--- config.mk ---
export PLATFORM = sky130hd
export DESIGN_NAME = d_r_message_output_ctrl_flat
export DESIGN_NICKNAME = d
export VERILOG_FILES = /design/src/rtl/d_r_bch_pkg.sv /design/src/rtl/d_r_message_output_ctrl_if.sv /design/src/rtl/d_r_output_skid_fifo.sv /design/src/rtl/d_r_message_output_ctrl.sv /design/src/flat_wrapper.sv
export SDC_FILE = /design/constraint.sdc
export NUM_CORES = 1
export LEC_CHECK = 0
export CAP_MARGIN = 20
export CORE_UTILIZATION = 55
export DETAILED_ROUTE_END_ITERATION = 16
export PLACE_DENSITY = 0.74
export SYNTH_ARGS = -nofsm -noshare
export SYNTH_HDL_FRONTEND = slang
export SYNTH_SLANG_ARGS = --single-unit
--- constraint.sdc ---
create_clock -name i_clk -period 17.1 [get_ports i_clk]
set_clock_uncertainty 0.15 [all_clocks]
set_input_delay 3.42 -clock i_clk [delete_from_list [all_inputs] [get_ports i_clk]]
set_output_delay 3.42 -clock i_clk [all_outputs]
set_load 0.005 [all_outputs]
--- src/rtl/d_r_bch_pkg.sv ---
// Shared types and defaults for the BCH decoder read-side message path.
package d_r_bch_pkg;

  localparam int unsigned ErrAddrWidth = 8;
  localparam int unsigned ErrDataWidth = 16;
  localparam int unsigned DefMsgWords  = 128;
  localparam int unsigned DefMaxErr    = 14;

  typedef enum logic [1:0] {
    StIdle,
    StRun,
    StDrain,
    StDone
  } state_e;

  typedef struct packed {
    logic                    valid;
    logic [ErrAddrWidth-1:0] addr;
    logic [ErrDataWidth-1:0] mask;
  } err_entry_t;

  function automatic int unsigned popcount(input logic [ErrDataWidth-1:0] v);
    int unsigned n;
    n = 0;
    for (int i = 0; i < int'(ErrDataWidth); i++) begin
      n += int'(v[i]);
    end
    return n;
  endfunction

endpackage

--- src/rtl/d_r_message_output_ctrl_if.sv ---
// Buffer read port, error-load port and corrected-word stream of the message output controller.
interface d_r_message_output_ctrl_if #(
  parameter int unsigned Multi        = 2,
  parameter int unsigned AddressWidth = 8,
  parameter int unsigned DataWidth    = 16
);
  logic                          i_err_wr;
  logic [AddressWidth-1:0]       i_err_addr;
  logic [DataWidth-1:0]          i_err_mask;
  logic                          i_start;
  logic                          i_decode_fail;
  logic [Multi-1:0]              o_enb;
  logic [AddressWidth*Multi-1:0] o_addrb;
  logic [DataWidth-1:0]          i_doutb;
  logic [DataWidth-1:0]          o_data;
  logic                          o_data_valid;
  logic                          i_data_ready;
  logic                          o_data_last;
  logic                          o_c_message_output_cmplt;
  logic                          o_busy;
  logic                          o_uncorrectable;
  logic                          o_err_ovf;

  // Controller side.
  modport master (
    input  i_err_wr, i_err_addr, i_err_mask, i_start, i_decode_fail, i_doutb, i_data_ready,
    output o_enb, o_addrb, o_data, o_data_valid, o_data_last, o_c_message_output_cmplt,
           o_busy, o_uncorrectable, o_err_ovf
  );

  // Environment side: buffer, error locator and downstream consumer.
  modport slave (
    output i_err_wr, i_err_addr, i_err_mask, i_start, i_decode_fail, i_doutb, i_data_ready,
    input  o_enb, o_addrb, o_data, o_data_valid, o_data_last, o_c_message_output_cmplt,
           o_busy, o_uncorrectable, o_err_ovf
  );
endinterface

--- src/rtl/d_r_output_skid_fifo.sv ---
// Two-entry first-word-fall-through FIFO; the head is presented from storage with no read request.
module d_r_output_skid_fifo #(
  parameter int unsigned Width = 17
) (
  input  logic             i_clk,
  input  logic             i_RESET,
  input  logic             i_push,
  input  logic [Width-1:0] i_push_data,
  input  logic             i_pop,
  output logic [Width-1:0] o_head,
  output logic             o_valid,
  output logic [1:0]       o_count
);

  logic [Width-1:0] mem_q [2];
  logic             wp_q, rp_q;
  logic [1:0]       cnt_q;
  logic             push_ok, pop_ok;

  assign pop_ok  = i_pop && (cnt_q != 2'd0);
  assign push_ok = i_push && ((cnt_q != 2'd2) || pop_ok);

  always_ff @(posedge i_clk or posedge i_RESET) begin
    if (i_RESET) begin
      mem_q[0] <= '0;
      mem_q[1] <= '0;
      wp_q     <= 1'b0;
      rp_q     <= 1'b0;
      cnt_q    <= 2'd0;
    end else begin
      if (push_ok) begin
        mem_q[wp_q] <= i_push_data;
        wp_q        <= ~wp_q;
      end
      if (pop_ok) begin
        rp_q <= ~rp_q;
      end
      if (push_ok && !pop_ok) begin
        cnt_q <= cnt_q + 2'd1;
      end else if (pop_ok && !push_ok) begin
        cnt_q <= cnt_q - 2'd1;
      end
    end
  end

  assign o_head  = mem_q[rp_q];
  assign o_valid = (cnt_q != 2'd0);
  assign o_count = cnt_q;

endmodule

--- src/rtl/d_r_message_output_ctrl.sv ---
// Streams one codeword's message out of the rotating buffer, XOR-applying the loaded error masks.
// Optional D_R_MSG_OUTPUT_STAT_EN adds o_corrected_bits (popcount of masks applied per message).
module d_r_message_output_ctrl
  import d_r_bch_pkg::*;
#(
  parameter int unsigned Multi        = 2,
  parameter int unsigned AddressWidth = ErrAddrWidth,
  parameter int unsigned DataWidth    = ErrDataWidth,
  parameter int unsigned MsgWords     = DefMsgWords,
  parameter int unsigned MaxErr       = DefMaxErr
) (
  input  logic                                     i_clk,
  input  logic                                     i_RESET,
`ifdef D_R_MSG_OUTPUT_STAT_EN
  output logic [$clog2(MaxErr*DataWidth+1)-1:0]    o_corrected_bits,
`endif
  d_r_message_output_ctrl_if.master                bus
);

  localparam int unsigned CntW = $clog2(MaxErr + 1);
  localparam logic [CntW-1:0]         MaxCnt  = CntW'(MaxErr);
  localparam logic [AddressWidth-1:0] LastIdx = AddressWidth'(MsgWords - 1);

  state_e                  state_q, state_d;
  logic [AddressWidth-1:0] rp_q;
  logic [AddressWidth-1:0] rd_idx_q;
  logic                    rd_pend_q;
  logic                    uncorr_q;
  logic                    ovf_q;
  err_entry_t              tbl_q [MaxErr];
  logic [CntW-1:0]         cnt_q;

  logic                    issue;
  logic [1:0]              occ;
  logic                    pop;
  logic                    push;
  logic [DataWidth-1:0]    corr_mask;
  logic [DataWidth:0]      push_data;
  logic [DataWidth:0]      head;
  logic                    fifo_valid;
  logic [1:0]              fifo_cnt;
  logic                    head_last;

  assign pop       = fifo_valid && bus.i_data_ready;
  assign head_last = head[DataWidth];

  // Buffered words plus the read in flight, net of this cycle's pop, never exceed two.
  assign occ   = fifo_cnt + {1'b0, rd_pend_q} - {1'b0, pop};
  assign issue = (state_q == StRun) && (occ < 2'd2);

  always_comb begin
    state_d = state_q;
    unique case (state_q)
      StIdle:  if (bus.i_start) state_d = StRun;
      StRun:   if (issue && (rp_q == LastIdx)) state_d = StDrain;
      StDrain: if (pop && head_last) state_d = StDone;
      StDone:  state_d = StIdle;
      default: state_d = StIdle;
    endcase
  end

  always_ff @(posedge i_clk or posedge i_RESET) begin
    if (i_RESET) begin
      state_q   <= StIdle;
      rp_q      <= '0;
      rd_idx_q  <= '0;
      rd_pend_q <= 1'b0;
      uncorr_q  <= 1'b0;
      ovf_q     <= 1'b0;
      cnt_q     <= '0;
      for (int i = 0; i < int'(MaxErr); i++) begin
        tbl_q[i] <= '0;
      end
    end else begin
      state_q   <= state_d;
      rd_pend_q <= issue;
      if (issue) begin
        rd_idx_q <= rp_q;
        rp_q     <= rp_q + 1'b1;
      end
      unique case (state_q)
        StIdle: begin
          rp_q <= '0;
          // A load in the start cycle lands before the message is read.
          if (bus.i_err_wr) begin
            if (cnt_q < MaxCnt) begin
              for (int i = 0; i < int'(MaxErr); i++) begin
                if (CntW'(i) == cnt_q) begin
                  tbl_q[i].valid <= 1'b1;
                  tbl_q[i].addr  <= bus.i_err_addr;
                  tbl_q[i].mask  <= bus.i_err_mask;
                end
              end
              cnt_q <= cnt_q + 1'b1;
            end else begin
              ovf_q <= 1'b1;
            end
          end
          if (bus.i_start) begin
            uncorr_q <= bus.i_decode_fail;
          end
        end
        StDone: begin
          cnt_q    <= '0;
          ovf_q    <= 1'b0;
          uncorr_q <= 1'b0;
          for (int i = 0; i < int'(MaxErr); i++) begin
            tbl_q[i] <= '0;
          end
        end
        default: ;
      endcase
    end
  end

  // Full parallel compare of the returned word index; duplicate entries OR together.
  always_comb begin
    corr_mask = '0;
    for (int i = 0; i < int'(MaxErr); i++) begin
      if (tbl_q[i].valid && (tbl_q[i].addr == rd_idx_q)) begin
        corr_mask = corr_mask | tbl_q[i].mask;
      end
    end
    if (uncorr_q) begin
      corr_mask = '0;
    end
  end

  assign push      = rd_pend_q;
  assign push_data = {(rd_idx_q == LastIdx), bus.i_doutb ^ corr_mask};

  d_r_output_skid_fifo #(
    .Width (DataWidth + 1)
  ) u_fifo (
    .i_clk       (i_clk),
    .i_RESET     (i_RESET),
    .i_push      (push),
    .i_push_data (push_data),
    .i_pop       (pop),
    .o_head      (head),
    .o_valid     (fifo_valid),
    .o_count     (fifo_cnt)
  );

  assign bus.o_enb                    = {Multi{issue}};
  assign bus.o_addrb                  = issue ? (AddressWidth*Multi)'(rp_q) : '0;
  assign bus.o_data                   = head[DataWidth-1:0];
  assign bus.o_data_valid             = fifo_valid;
  assign bus.o_data_last              = fifo_valid && head_last;
  assign bus.o_c_message_output_cmplt = (state_q == StDone);
  assign bus.o_busy                   = (state_q != StIdle);
  assign bus.o_uncorrectable          = uncorr_q;
  assign bus.o_err_ovf                = ovf_q;

`ifdef D_R_MSG_OUTPUT_STAT_EN
  localparam int unsigned CbW = $clog2(MaxErr*DataWidth+1);
  logic [CbW-1:0] cb_q;

  always_ff @(posedge i_clk or posedge i_RESET) begin
    if (i_RESET) begin
      cb_q <= '0;
    end else if ((state_q == StIdle) && bus.i_start) begin
      cb_q <= '0;
    end else if (push) begin
      cb_q <= cb_q + CbW'(popcount(corr_mask));
    end
  end

  assign o_corrected_bits = cb_q;
`endif

endmodule
--- src/flat_wrapper.sv ---
// flat-port wrapper written by rule: the top's interface ports become plain ports
module d_r_message_output_ctrl_flat import d_r_bch_pkg::*;
#(
  parameter int unsigned Multi        = 2,
  parameter int unsigned AddressWidth = ErrAddrWidth,
  parameter int unsigned DataWidth    = ErrDataWidth,
  parameter int unsigned MsgWords     = DefMsgWords,
  parameter int unsigned MaxErr       = DefMaxErr
)
  (i_clk, i_RESET, bus_i_err_wr, bus_i_err_addr, bus_i_err_mask, bus_i_start, bus_i_decode_fail, bus_i_doutb, bus_i_data_ready, bus_o_enb, bus_o_addrb, bus_o_data, bus_o_data_valid, bus_o_data_last, bus_o_c_message_output_cmplt, bus_o_busy, bus_o_uncorrectable, bus_o_err_ovf);
  d_r_message_output_ctrl_if #(.Multi(Multi), .AddressWidth(AddressWidth), .DataWidth(DataWidth)) bus_i ();
  input  logic i_clk;
  input  logic i_RESET;
  input wire logic [$bits(bus_i.i_err_wr)-1:0] bus_i_err_wr;
  input wire logic [$bits(bus_i.i_err_addr)-1:0] bus_i_err_addr;
  input wire logic [$bits(bus_i.i_err_mask)-1:0] bus_i_err_mask;
  input wire logic [$bits(bus_i.i_start)-1:0] bus_i_start;
  input wire logic [$bits(bus_i.i_decode_fail)-1:0] bus_i_decode_fail;
  input wire logic [$bits(bus_i.i_doutb)-1:0] bus_i_doutb;
  input wire logic [$bits(bus_i.i_data_ready)-1:0] bus_i_data_ready;
  output wire logic [$bits(bus_i.o_enb)-1:0] bus_o_enb;
  output wire logic [$bits(bus_i.o_addrb)-1:0] bus_o_addrb;
  output wire logic [$bits(bus_i.o_data)-1:0] bus_o_data;
  output wire logic [$bits(bus_i.o_data_valid)-1:0] bus_o_data_valid;
  output wire logic [$bits(bus_i.o_data_last)-1:0] bus_o_data_last;
  output wire logic [$bits(bus_i.o_c_message_output_cmplt)-1:0] bus_o_c_message_output_cmplt;
  output wire logic [$bits(bus_i.o_busy)-1:0] bus_o_busy;
  output wire logic [$bits(bus_i.o_uncorrectable)-1:0] bus_o_uncorrectable;
  output wire logic [$bits(bus_i.o_err_ovf)-1:0] bus_o_err_ovf;
  assign bus_i.i_err_wr = bus_i_err_wr;
  assign bus_i.i_err_addr = bus_i_err_addr;
  assign bus_i.i_err_mask = bus_i_err_mask;
  assign bus_i.i_start = bus_i_start;
  assign bus_i.i_decode_fail = bus_i_decode_fail;
  assign bus_i.i_doutb = bus_i_doutb;
  assign bus_i.i_data_ready = bus_i_data_ready;
  assign bus_o_enb = bus_i.o_enb;
  assign bus_o_addrb = bus_i.o_addrb;
  assign bus_o_data = bus_i.o_data;
  assign bus_o_data_valid = bus_i.o_data_valid;
  assign bus_o_data_last = bus_i.o_data_last;
  assign bus_o_c_message_output_cmplt = bus_i.o_c_message_output_cmplt;
  assign bus_o_busy = bus_i.o_busy;
  assign bus_o_uncorrectable = bus_i.o_uncorrectable;
  assign bus_o_err_ovf = bus_i.o_err_ovf;
  d_r_message_output_ctrl #(.Multi(Multi), .AddressWidth(AddressWidth), .DataWidth(DataWidth), .MsgWords(MsgWords), .MaxErr(MaxErr)) u_core (.i_clk(i_clk), .i_RESET(i_RESET), .bus(bus_i));
endmodule
==> results of run 1 <==
sequential cells by signal (all words and copies together), names as in the netlist:
signal,cells
u_core.tbl_q,350
u_core.u_fifo.mem_q,34
u_core.rd_idx_q,8
u_core.rp_q,8
u_core.cnt_q,4
u_core.state_q,2
u_core.u_fifo.o_count,2
u_core.bus.o_err_ovf,1
u_core.bus.o_uncorrectable,1
u_core.push,1
u_core.u_fifo.rp_q,1
u_core.u_fifo.wp_q,1
synth_stat cells (20+ instances only):
master	number	area [sq um]
a21oi_1	20	100
nand3_1	317	1590
buf_6	24	270
dfrtp_1	413	10300
nand2_1	88	330
xnor2_1	112	981
buf_1	22	82.6
clkbuf_1	119	447
o21ai_0	313	1570
nor2_1	28	105
nand2b_1	26	163
mux2_2	27	304
a22o_1	74	648
a22oi_1	61	458
cells in the final DEF (no fill, tap or decap), drive strengths merged, types with 9 or more instances in the layout:
cell type,instances
a21oi,20
a221oi,19
a22o,74
a22oi,67
a31oi,14
and3,18
buf,43
clkbuf,60
clkdlybuf4s50,77
dfrtp,413
ha,11
inv,13
mux2,27
mux2i,11
nand2,88
nand2b,26
nand3,317
nand4,19
nor2,28
nor3,9
o21ai,332
xnor2,117
xor2,16
final cells by class:
class | count | area share
clock buffer | 60 | 0.0564
clock inverter | 14 | 0.00823
inverter | 12 | 0.00245
multi-input combinational | 1259 | 0.370
sequential | 413 | 0.482
tap | 448 | 0.0261
timing repair buffer | 120 | 0.0550
logic make-up after synthesis:
kind of cell             count (synthesis)
AO/OA/AOI/OAI                          540
AND/OR/NAND/NOR                        529
flip-flops                             413
buffers and inverters                  194
XOR/XNOR                               133
multiplexers                            38
adder cells (fa/ha/maj)                 11
other                                    1
power by group:
part           switching [W]  leakage (nW)  total (W)  internal [W]
Sequential          0.000188          5.60    0.00145       0.00126
Clock               0.000384         0.685   0.000936      0.000552
Combinational       0.000800          2.93    0.00125      0.000454
Total                0.00137          9.21    0.00364       0.00227
worst min path at each step:
stage | slack (ps) | start | cells past startpoint | end
after CTS | 330 | u_core.u_fifo.mem_q[6] | 2 | u_core.u_fifo.mem_q[6]
after global placement | 310 | u_core.u_fifo.mem_q[8] | 2 | u_core.u_fifo.mem_q[8]
after detailed placement | 320 | u_core.u_fifo.mem_q[6] | 2 | u_core.u_fifo.mem_q[6]
after global routing | 350 | u_core.u_fifo.mem_q[8] | 2 | u_core.u_fifo.mem_q[8]
after floorplan | 290 | u_core.u_fifo.mem_q[6] | 2 | u_core.u_fifo.mem_q[6]
final | 320 | u_core.u_fifo.mem_q[6] | 2 | u_core.u_fifo.mem_q[6]
routing by layer:
layer	up-vias	part of all wire	routed length, um
li1	6620	-	-
met1	7230	0.43	22500
met2	651	0.46	24300
met3	120	0.087	4600
met4	2	0.024	1250
met5	-	0.00025	13
worst max-delay path: cells and delay by family:
| kind | cells | cell delay (ps) |
|---|---|---|
| buffers and inverters | 3 | 1100 |
| and+or+nand+nor | 2 | 730 |
| xor gates and xnor gates | 2 | 590 |
| adders and majority gates | 1 | 200 |
stage by stage:
stage,hold slack (ps),total power [W],std cells,cell area (sq um)
after floorplan,294,0.00228,1866,19200
after global placement,309,0.00263,2246,19900
after detailed placement,315,0.00267,2247,20000
after CTS,328,0.00361,2321,21300
after global routing,355,0.00383,2326,21400
final,322,0.00364,2326,21400
==> summary.md, run 1 <==
| Metric | Value |
|---|---|
| Initial Util | `0.566` |
| Vias/cell | `6.29` |
| Max clock buf depth | `3` |
| FF+latch count, synth | `413` |
| EDFF count, synth | `0` |
| CP arrival | `6050 ps` |
| First-pass GRT wire length | `82,500 um` |
| P&R area growth vs syn | `12.0%` |
| Top Ports | `86` |
| CTS Sinks | `413` |
| Htree depth | `2` |
| Nets | `1,905` |
| FF-to-FF End | `u_core.tbl_q[36]` |
| Req. time, crit path | `13,530 ps` |
| GR peak layer | `met2` |
| Kind of critical path | `primary input to output port` |
| Most frequent CP cell | `clkdlybuf4s50_1` |
| Worst r2r path cells | `9` |
| # hold bufs at CTS | `0` |
| Reg-to-Reg Start | `u_core.state_q[0]` |
| Combinational family with the most area after synthesis | `compound AO/OA/AOI/OAI gates` |
| Fmax | `104 MHz` |
| CP max stage cell | `clkdlybuf4s50_1` |
| CTS Buf Count | `42` |
| Critical-path maximum fanout | `14` |
| Port bufs | `77` |
| HPWL after DPL | `30,000 um` |
| Status | `finished clean` |
| CP endpoint | `bus_o_enb[1]` |
| Pleak | `9.21 nW` |
| Die area | `35,600 sq um` |
| Share of cells above drive strength 1 | `0.0895` |
| Gpl congestion | `0.848` |
| Post-synthesis compound-gate area fraction | `0.173` |
| CP Capture Type | `output port` |
| CTS tree | `done` |
| Met3 Resource Use GR | `0.0646` |
| DRT iter0 DRCs | `1,633` |
| CP startpoint kind | `primary input` |
| Total track usage | `0.300` |
| Drt pass-1 iters | `8` |
| Dpl ws | `7530 ps` |
| Syn_area_per_cell | `10.3 sq um` |
| Clk_lat worst skew | `550 ps` |
| Final worst-path cycle share | `0.562` |
| Die height | `189 um` |
| Cell variety after synth | `44` |
| MaxCap Viol Count | `0` |
| CP startpoint | `bus_i_data_ready` |
| Post-Route WL | `52,600 um` |
| Final slew viol count | `0` |
| Fraction of registers with async set/reset | `1.00` |
| Mux contribution to synthesized area | `0.0216` |
| Slew Limit Headroom | `0.214` |
| FF-to-FF setup slack | `12,450 ps` |
| YS warnings | `0` |
| RSZ-0062 raised after global routing | `false` |
| Routed via count | `14,600` |
| Final hold vios | `0` |
| Syn Std Cell Area | `19,200 sq um` |
| Met1 Track Usage GR | `0.419` |
| Diodes inserted | `0` |
| Post-Synth Adder-Cell Area | `0.00719` |
| Die X | `189 um` |
| Final core occ | `0.633` |
| Worst Hold Class | `flip-flop to flip-flop` |
| Largest net degree at the start of global routing | `133` |
| Mapped Cells | `1,859` |
| Sequential Area | `10,300 sq um` |
| Clock-pin transition on the worst setup and hold timing paths | `60 ps` |
| Post-route setup TNS | `0 ps` |
| PD cells | `170 nW/um^2` |
| Fill cells | `2,692` |
| Worst VDD drop | `0.110 mV` |
| Crit path time final | `9620 ps` |
| Main synth FF type | `dfrtp_1` |
| # Post-CTS Setup Buffers | `0` |
| Final setup vio count | `0` |
| Synth Area in Simple Gates | `0.145` |
| Initial antenna violation count | `2` |
| Register area share after synthesis | `0.540` |
| DR WL/cell | `22.6 um` |
| Rows | `67` |
| Antenna-violating nets left | `0` |
| XOR/XNOR Fraction of Synth Area | `0.0628` |
| Worst slew pin tran | `1180 ps` |
| Post-cts sizing count | `0` |
| Crit-path cells | `clkdlybuf4s50_1 -> nand2_1 -> inv_1 -> ha_1 -> xor2_1 -> xnor2_1 -> and2_1 -> clkdlybuf4s50_1` |
| Core area | `33,900 sq um` |
| Grt ovf | `0` |
| Worst stage delay on the critical path | `610 ps` |
| Final setup margin | `7480 ps` |
| DRC errors left | `0` |
| Met2 Use GR | `0.472` |
| Vias in the first global route | `14,300` |
| Clock root buffer | `clkbuf_16` |
| Footprint of the multi-input gates | `7940 sq um` |
(Power assumes the default switching activity.)
==> run 2, diff against run 1 <==
Clock period 17.1 ns to 8.9 ns, I/O delays scaled along.
==> run 2 against run 1 <==
  * Combinational power is 90% higher
  * Core utilization decreased by 0.052 points
  * Sequential share of layout area about the same
  * Via count is 0.63% higher
  * Setup slack lost 4900 ps
  * Count of clock-buffer cells in the layout rose by 4
  * Die area is the same
  * Non-clock buffer count fell by 9
  * Worst hold slack better by 8.0 ps
  * Register-to-register slack got worse by 8200 ps
  * Largest cell class unchanged
==> summary.md, run 2 (synthesis gave the netlist of run 1 again) <==
| Metric | Value |
|---|---|
| Total track usage | `0.294` |
| Fmax | `159 MHz` |
| Final setup vio count | `0` |
| Status | `finished clean` |
| DRC errors left | `0` |
| Core area | `33,900 sq um` |
| Rows | `67` |
| Crit path depth | `8` |
| Sequential Area | `10,300 sq um` |
| Initial Util | `0.566` |
| WP buf/inv | `3` |
| Biggest register | `u_core.tbl_q` |
| Final hold vios | `0` |
| Dpl ws | `2610 ps` |
| DRT iter0 DRCs | `1,638` |
| FF-to-FF setup slack | `4280 ps` |
| Worst slew pin tran | `1200 ps` |
| Die area | `35,600 sq um` |
| Worst stage delay on the critical path | `610 ps` |
| Most frequent cells in the layout | `dfrtp_1 (413), nand3_1 (314), o21ai_0 (313), xnor2_1 (112), nand2_1 (87)` |
| CTS tree | `done` |
| Nets | `1,896` |
| Clk_lat worst skew | `540 ps` |
| PD cells | `327 nW/um^2` |
| CP Capture Type | `output port` |
| Routed via count | `14,700` |
| Antenna-violating nets left | `0` |
| Vias/cell | `6.35` |
| First-pass GRT wire length | `81,500 um` |
| Crit-path cells | `clkdlybuf4s50_1 -> nand2_1 -> inv_1 -> ha_1 -> xor2_1 -> xnor2_1 -> and2_1 -> clkdlybuf4s50_1` |
| Final worst-path cycle share | `0.707` |
| Worst r2r path cells | `10` |
| Worst VDD drop | `0.233 mV` |
| Post-route setup TNS | `0 ps` |
| Pleak | `9.18 nW` |
| Most frequent CP cell | `clkdlybuf4s50_1` |
| Share of cells above drive strength 1 | `0.0856` |
| # Post-CTS Setup Buffers | `0` |
| Die height | `189 um` |
| CTS Sinks | `413` |
| CP startpoint kind | `primary input` |
| HPWL after DPL | `29,700 um` |
| CP arrival | `4360 ps` |
| CTS Buf Count | `42` |
| Worst Hold Class | `flip-flop to flip-flop` |
| Req. time, crit path | `6970 ps` |
| Crit path max-delay family | `buffers and inverters` |
| Die X | `189 um` |
| Post-Route WL | `51,900 um` |
| MaxCap Viol Count | `0` |
| Clock root buffer | `clkbuf_16` |
| CP endpoint | `bus_o_enb[0]` |
| Drt pass-1 iters | `5` |
| Max FFs per register | `350` |
| Kind of critical path | `primary input to output port` |
| Post-cts sizing count | `0` |
| CP startpoint | `bus_i_data_ready` |
| Fill cells | `2,644` |
| Vias in the first global route | `14,100` |
| Final setup margin | `2610 ps` |
| Regs by FF count | `u_core.tbl_q x350, u_core.u_fifo.mem_q x34` |
| Htree depth | `2` |
| Gpl congestion | `0.845` |
| Reg-to-Reg Start | `u_core.state_q[1]` |
| Largest net degree at the start of global routing | `181` |
| Initial antenna violation count | `0` |
| Max clock buf depth | `3` |
| Slew Limit Headroom | `0.196` |
| CP max stage cell | `clkdlybuf4s50_1` |
| Diodes inserted | `0` |
| Port bufs | `77` |
| # hold bufs at CTS | `0` |
| Clock-pin transition on the worst setup and hold timing paths | `60 ps` |
| Critical-path maximum fanout | `14` |
| Crit path time final | `6290 ps` |
| Top Ports | `86` |
| Grt ovf | `0` |
| DR WL/cell | `22.4 um` |
| Final slew viol count | `0` |
| Footprint of the multi-input gates | `7940 sq um` |
| Leading cell type in the layout, fill and taps excluded | `dfrtp_1` |
| FF-to-FF End | `u_core.tbl_q[138]` |
| P&R area growth vs syn | `11.9%` |
| RSZ-0062 raised after global routing | `false` |
| Hold path start | `u_core.u_fifo.mem_q[7]` |
run 2: power breakdown:
part | leakage, nW | switching [W] | internal, W | total [W]
Sequential | 5.60 | 0.000365 | 0.00242 | 0.00279
Clock | 0.704 | 0.000732 | 0.00110 | 0.00183
Combinational | 2.87 | 0.00152 | 0.000863 | 0.00238
Total | 9.18 | 0.00262 | 0.00439 | 0.00700
run 2: layer usage:
| metal | GRT usage | wire length [um] | vias to the layer above |
|---|---|---|---|
| met2 | 0.469 | 24200 | 619 |
| met4 | 0.0748 | 1030 | 0 |
| met1 | 0.420 | 22500 | 7393 |
| met5 | 0 | 0 | - |
| li1 | - | - | 6608 |
| met3 | 0.0492 | 4260 | 95 |
run 2: final cells by class:
cell class	count	area share
tap	448	0.0262
clock buffer	64	0.0595
inverter	12	0.00228
multi-input combinational	1259	0.370
clock inverter	10	0.00747
timing repair buffer	111	0.0521
sequential	413	0.482
run 2: worst min-delay path by stage:
stage | to | slack, ps | cells past startpoint
2_1_floorplan | u_core.u_fifo.mem_q[6] | 290 | 2
3_3_place_gp | u_core.u_fifo.mem_q[33] | 310 | 2
3_5_place_dp | u_core.u_fifo.mem_q[23] | 320 | 2
4_1_cts | u_core.u_fifo.mem_q[23] | 330 | 2
5_1_grt | u_core.u_fifo.mem_q[11] | 340 | 2
6_report | u_core.u_fifo.mem_q[7] | 330 | 2
run 2: worst register-to-register path: cells and delay by family (launching register included):
kind	cells	cell delay, ps
AND/OR/NAND/NOR	4	1910
buffers and inverters	3	800
AO/OA/AOI/OAI	2	740
adder cells (fa/ha/maj)	1	530
flip-flops	1	400
run 2: stage by stage:
step                      utilization  power [W]  area, sq um  cells  hold slack [ps]
after floorplan                     -    0.00439        19200   1866              294
after CTS                       0.631    0.00698        21400   2314              334
after detailed placement        0.588    0.00514        19900   2240              320
after global placement          0.588    0.00504        19900   2239              308
final                           0.633    0.00700        21400   2317              330
after global routing            0.633    0.00736        21400   2317              341
